===== src/rtl/data_memory_arbiter_pkg.sv =====
// Shared constants and response-state encodings for the data memory arbiter.
// Imported by the arbiter top and its starvation counter.
package data_memory_arbiter_pkg;

    localparam int ADDR_W_DEF       = 10;
    localparam int XLEN_DEF         = 32;
    localparam int STARVE_LIMIT_DEF = 4;
    localparam int STARVE_CNT_W     = 4;

    typedef enum logic [1:0] {
        RSP_IDLE = 2'd0,
        RSP_CORE = 2'd1,
        RSP_DBG  = 2'd2
    } rsp_state_t;

endpackage


===== src/rtl/data_memory_arbiter_saturating_counter.sv =====
// Starvation counter for the debug port: clear has priority over increment.
// Saturation is enforced by the caller gating inc at the limit.
module saturating_counter
    import data_memory_arbiter_pkg::*;
#(
    parameter int WIDTH = STARVE_CNT_W
) (
    input  logic             clock,
    input  logic             reset,
    input  logic             inc,
    input  logic             clear,
    output logic [WIDTH-1:0] value
);

    logic [WIDTH-1:0] r_value;

    always_ff @(posedge clock or posedge reset) begin
        if (reset) begin
            r_value <= '0;
        end else if (clear) begin
            r_value <= '0;
        end else if (inc) begin
            r_value <= r_value + WIDTH'(1);
        end
    end

    assign value = r_value;

endmodule


===== src/rtl/data_memory_arbiter.sv =====
// Two-port arbiter (core MEM stage + debug/loader) in front of a synchronous
// data memory; core has priority until the debug port has waited STARVE_LIMIT.
module data_memory_arbiter
    import data_memory_arbiter_pkg::*;
#(
    parameter int ADDR_W       = ADDR_W_DEF,
    parameter int XLEN         = XLEN_DEF,
    parameter int STARVE_LIMIT = STARVE_LIMIT_DEF
) (
    input  logic              clock,
    input  logic              reset,
    input  logic              core_req,
    input  logic              core_we,
    input  logic [ADDR_W-1:0] core_addr,
    input  logic [XLEN-1:0]   core_wdata,
    output logic              core_gnt,
    output logic              core_rvalid,
    output logic [XLEN-1:0]   core_rdata,
    input  logic              dbg_req,
    input  logic              dbg_we,
    input  logic [ADDR_W-1:0] dbg_addr,
    input  logic [XLEN-1:0]   dbg_wdata,
    output logic              dbg_gnt,
    output logic              dbg_rvalid,
    output logic [XLEN-1:0]   dbg_rdata,
    output logic [ADDR_W-1:0] mem_addr,
    output logic [XLEN-1:0]   mem_wdata,
    output logic              mem_wren,
    input  logic [XLEN-1:0]   mem_q,
    output logic              stall
);

    localparam logic [STARVE_CNT_W-1:0] LP_LIMIT = STARVE_CNT_W'(STARVE_LIMIT);

    logic [STARVE_CNT_W-1:0] w_starve_cnt;
    logic                    w_starved;
    logic                    w_core_gnt;
    logic                    w_dbg_gnt;
    logic                    w_cnt_inc;
    logic                    w_cnt_clr;
    rsp_state_t              r_state;
    rsp_state_t              w_state_nxt;

    assign w_starved  = (w_starve_cnt == LP_LIMIT);
    assign w_dbg_gnt  = dbg_req && (!core_req || w_starved);
    assign w_core_gnt = core_req && !w_dbg_gnt;

    assign core_gnt = w_core_gnt;
    assign dbg_gnt  = w_dbg_gnt;
    assign stall    = core_req && !w_core_gnt;

    assign w_cnt_inc = dbg_req && !w_dbg_gnt && !w_starved;
    assign w_cnt_clr = w_dbg_gnt || !dbg_req;

    saturating_counter #(
        .WIDTH (STARVE_CNT_W)
    ) u_starve_cnt (
        .clock (clock),
        .reset (reset),
        .inc   (w_cnt_inc),
        .clear (w_cnt_clr),
        .value (w_starve_cnt)
    );

    always_comb begin
        mem_addr  = '0;
        mem_wdata = '0;
        mem_wren  = 1'b0;
        unique case (1'b1)
            w_core_gnt: begin
                mem_addr  = core_addr;
                mem_wdata = core_wdata;
                mem_wren  = core_we;
            end
            w_dbg_gnt: begin
                mem_addr  = dbg_addr;
                mem_wdata = dbg_wdata;
                mem_wren  = dbg_we;
            end
            default: ;
        endcase
    end

    always_ff @(posedge clock or posedge reset) begin
        if (reset) begin
            r_state <= RSP_IDLE;
        end else begin
            r_state <= w_state_nxt;
        end
    end

    always_comb begin
        w_state_nxt = RSP_IDLE;
        core_rvalid = 1'b0;
        core_rdata  = '0;
        dbg_rvalid  = 1'b0;
        dbg_rdata   = '0;
        if (w_core_gnt && !core_we) begin
            w_state_nxt = RSP_CORE;
        end else if (w_dbg_gnt && !dbg_we) begin
            w_state_nxt = RSP_DBG;
        end
        unique case (r_state)
            RSP_CORE: begin
                core_rvalid = 1'b1;
                core_rdata  = mem_q;
            end
            RSP_DBG: begin
                dbg_rvalid = 1'b1;
                dbg_rdata  = mem_q;
            end
            default: ;
        endcase
    end

endmodule


===== config.mk =====
export PLATFORM = sky130hd
export DESIGN_NAME = data_memory_arbiter
export DESIGN_NICKNAME = d
export VERILOG_FILES = /design/src/rtl/data_memory_arbiter_pkg.sv /design/src/rtl/data_memory_arbiter_saturating_counter.sv /design/src/rtl/data_memory_arbiter.sv
export SDC_FILE = /design/constraint.sdc
export NUM_CORES = 1
export LEC_CHECK = 0
export CORE_AREA = 4 4 89 91
export CTS_BUF_LIST = sky130_fd_sc_hd__clkbuf_16
export CTS_CLUSTER_SIZE = 16
export DETAILED_ROUTE_END_ITERATION = 6
export DIE_AREA = 0 0 93 95
export PLACE_DENSITY = 0.77
export REMOVE_ABC_BUFFERS = 1
export SYNTH_ARGS = -nofsm -noshare
export SYNTH_HDL_FRONTEND = slang
export SYNTH_SLANG_ARGS = --single-unit

===== constraint.sdc =====
create_clock -name clock -period 1.8 [get_ports clock]
set_input_delay 0.36 -clock clock [delete_from_list [all_inputs] [get_ports clock]]
set_output_delay 0.36 -clock clock [all_outputs]
set_load 0.05 [all_outputs]

==> reports/results.env <==
STATUS='finished with violations'
FAILING_CHECKS='negative setup slack'
FIN_SKEW_NS=0.000361
SYNTH-SEQ-AREA-SHARE=0.0961
POWER.SHARE.SEQUENTIAL=0.060
MAX-SLEW-MARGIN-REL=0.845
NETS_FINAL=615
TIMING.SETUP.CRITICAL_PATH_CLASS='flip-flop to output port'
HPWL_UM=8370
GRTUSAGETOTAL=0.254
CTS.ROOT.BUFFER_CELL='clkbuf_16'
SYNTHMOSTINSTANTIATEDCELL='nand2_1'
SYNTHDOMINANTCELLAREASHARE=0.264
FINAL_CRITICAL_PATH_SETUP_SLACK_NS=-0.336
NET-SWITCHING-POWER_W=0.000999
ROUTE.DETAILED.DRC=0
AREAGROWTHSYNTHTOFINISH_PCT=283
CELLLEAKAGEPOWER_nW=2.42
TRITONCTS='built'
POSTLAYOUTCELLAREA_UM2=5990
TIMING.CRITICAL_PATH.FROM_TYPE='flip-flop'
CELLPOWERDENSITY_nW_PER_UM2=398
CORE_AREA_UM2=7140
PORTBUFFERS=233
NETLIST_TOP_CELLS_AREA='and2_1, nand2_1, o22ai_2'
FINALHOLDVIOLATIONS=0
DRTANTENNAVIOLNETS=0
TIMING.CRITICAL_PATH.ARRIVAL_NS=1.78
MAX_FREQ_GHz=0.468
DRV_CAP=0
POWER_FRAC_COMB=0.790
POST_SYNTH_MOST_FREQUENT_CELLS='nand2_1, and2_1, o22ai_1, o22ai_2'
CRITICAL_PATH.MAX_FANOUT=8
SWITCHING_SHARE=0.419
SYNTH-EDFF-COUNT=0
WIRELENGTH_UM=12000
FIRST_PASS_ITERS=4
WORST_SETUP_HOLD_PATH_CLK_SLEW_NS=0.03
SETUP_VIOL_COUNT_FINAL=46
POST_ROUTE_CELLS_DRIVE_ABOVE_1_SHARE=0.409
DETAIL_ROUTE.ITER0.VIOLATIONS=85
INTERNAL-POWER_W=0.00139
SYNTHDISTINCTLIBCELLS=21
SLEW_VIOLATIONS=0
RR_STARTPOINT='u_starve_cnt.value[0]'
CRITPATHMOSTFREQUENTCELL='buf_12'
GLOBAL_ROUTE.OVERFLOW_TOTAL=0
MIN_PERIOD_OVER_PERIOD=1.19
GRT_FIRST_PASS_WIRELENGTH_UM=17200
DESIGN.PORTCOUNT=234
GP_CONGESTION=0.922
CTSHTREEMAXLEVEL=1
DIE_H_UM=95
DESIGN.DIE.AREA_UM2=8840
PERIOD_MINUS_SLACK_NS=2.14
CTS_BUFFER_DEPTH=2
LARGEST_NET_DEGREE_AT_THE_START_OF_GLOBAL_ROUTING=34
SYNTHARSTFLOPSHARE=1.00
CP_SLOWEST_STAGE_DELAY_NS=0.36
CTS.SINK_COUNT=6
CP_CELL_SEQUENCE='inv_2, ha_4, nand4b_1, nand2_4, buf_12, buf_16, o22ai_4, buf_12'
VIA_PER_INST=5.00
IR_DROP_uV=254
DPL_CELL_AREA_UM2=5210
INITIAL_UTIL=0.219
CTS-HOLD-FIX-BUFFERS=0
ROUTE.VIAS.TOTAL=2951
SYNTH_CELLS=247
FINAL_TOTAL_POWER_W=0.00239
SYNTH_AREA_LEADER_CELL='and2_1'
PLACEMENTROWS=31
WORST_SETUP_PATH_END_KIND='output port'
SLOWEST_STAGE='dfrtp_1'
DIE-WIDTH_UM=93
RSZ0062_AT_GRT='yes'
FIRST_GLOBAL_VIAS=3207
GRT_ANTENNA_BEFORE_REPAIR=2
SYNTH_FF_TYPE='dfrtp_1'
YOSYSWARNINGS=0
CRIT_START='u_starve_cnt.value[0]'
TIMING.CRITICAL_PATH.REQUIRED_NS=1.44
SOURCE_TO_SINK_CLOCK_DELAY_AT_THE_LATER_PIN_OF_THE_WORST_SKEW_PAIR_NS=0.23
AVGSYNTHCELLAREA_UM2=6.33
WORST_SLEW_PIN_SLEW_NS=0.232
P_CLK_FRAC=0.150
POST_DR_WIRELENGTH_CELL_UM=20.3
COMBINED_AREA_OF_ALL_SYNTHESIZED_CELLS_UM2=1560
SYNTH-SEQ-CELLS=6
CTS_INSERTED_BUFFERS=3
HOLDCRITPATHCLASS='input port to asynchronous set/reset pin'
## through the flow
step	instances	util	hold slack (ns)	setup WS [ns]	TNS, ns
2_1_floorplan	222	-	0.151	-0.956	-93.00
3_3_place_gp	575	0.729	0.554	-0.450	-17.52
3_5_place_dp	575	0.729	0.581	-0.500	-19.29
4_1_cts	588	0.835	0.366	-0.302	-12.26
5_1_grt	590	0.840	0.402	-0.366	-14.98
6_report	590	0.840	0.356	-0.336	-13.24
## placed cells by master, fill, tap and decap left out, drive strengths merged, types with 2 or more instances in the layout
cell type      Yosys  layout
buf               16     141
clkdlybuf4s50      0     119
nand2             88      88
and2              66      66
o22ai             43      43
dfrtp              6       6
and3               4       4
clkbuf             9       4
inv                3       3
nor2b              3       3
diode              0       2
bufbuf             0       2
ha                 2       2
## sequential cells by signal, summed over array words and instances, names as in the netlist
signal	count
u_starve_cnt.value	4
r_state	2
## worst paths after layout
check / slack [ns] / endpoint / depth (start not counted)
worst max-delay path: -0.34 / mem_wdata[9] / 8
worst min-delay path: 0.36 / r_state[0] / 2
worst max register to register: 0.25 / u_starve_cnt.value[1] / 7
worst min register to register: 0.60 / u_starve_cnt.value[0] / 2
max in group asynchronous: 1.25 / u_starve_cnt.value[0] / 2
min in group clock: 0.54 / u_starve_cnt.value[2] / 2
## layer usage
metal  up-vias  global-route usage  part of all wire
met5         -                   0                 0
met4         0               0.122             0.054
met3        41              0.0494             0.079
met2       218               0.522              0.56
met1      1376               0.234              0.31
li1       1316                   -                 -
## final cells by class
class                      instances  area [um^2]
clock buffer                       3         75.1
multi-input combinational        213         1710
fill                             355         1140
antenna                            2         5.00
sequential                         6          150
tap                               99          124
inverter                           3         11.3
timing repair buffer             264         3920
## power by group through the flow
| stage | combinational (W) | clock, W | sequential (W) |
|---|---|---|---|
| after floorplan | 0.000654 | 0 | 0.000143 |
| after global placement | 0.00160 | 0 | 0.000143 |
| after detailed placement | 0.00163 | 0 | 0.000143 |
| after CTS | 0.00185 | 0.000361 | 0.000142 |
| after global routing | 0.00194 | 0.000367 | 0.000143 |
| final | 0.00189 | 0.000359 | 0.000143 |
## cells by family after synthesis
family | after synthesis | synth area share
DFF | 6 | 0.0961
AOI/OAI and AO/OA | 45 | 0.260
and+or+nand+nor | 164 | 0.518
buffers and inverters | 28 | 0.0985
xor gates and xnor gates | 2 | 0.0112
adders and majority gates | 2 | 0.0160
## worst max-delay path, delay by kind of cell, from the launching register on
kind	cells	cell delay, ns
buf+inv	4	0.53
simple gates	2	0.29
fa+ha+maj	1	0.16
flops	1	0.36
compound gates	1	0.19
## repair_timing
item / 4_1_cts / 5_1_grt
pin swaps: 17 / 2
gates cloned: 5 / 0
endpoints found under the setup margin: 46 / 74
buffers inserted: 5 / 1
hold endpoints to repair: 0 / 0
gates resized for setup: 75 / 10
Power figures use the tool's default switching activity.
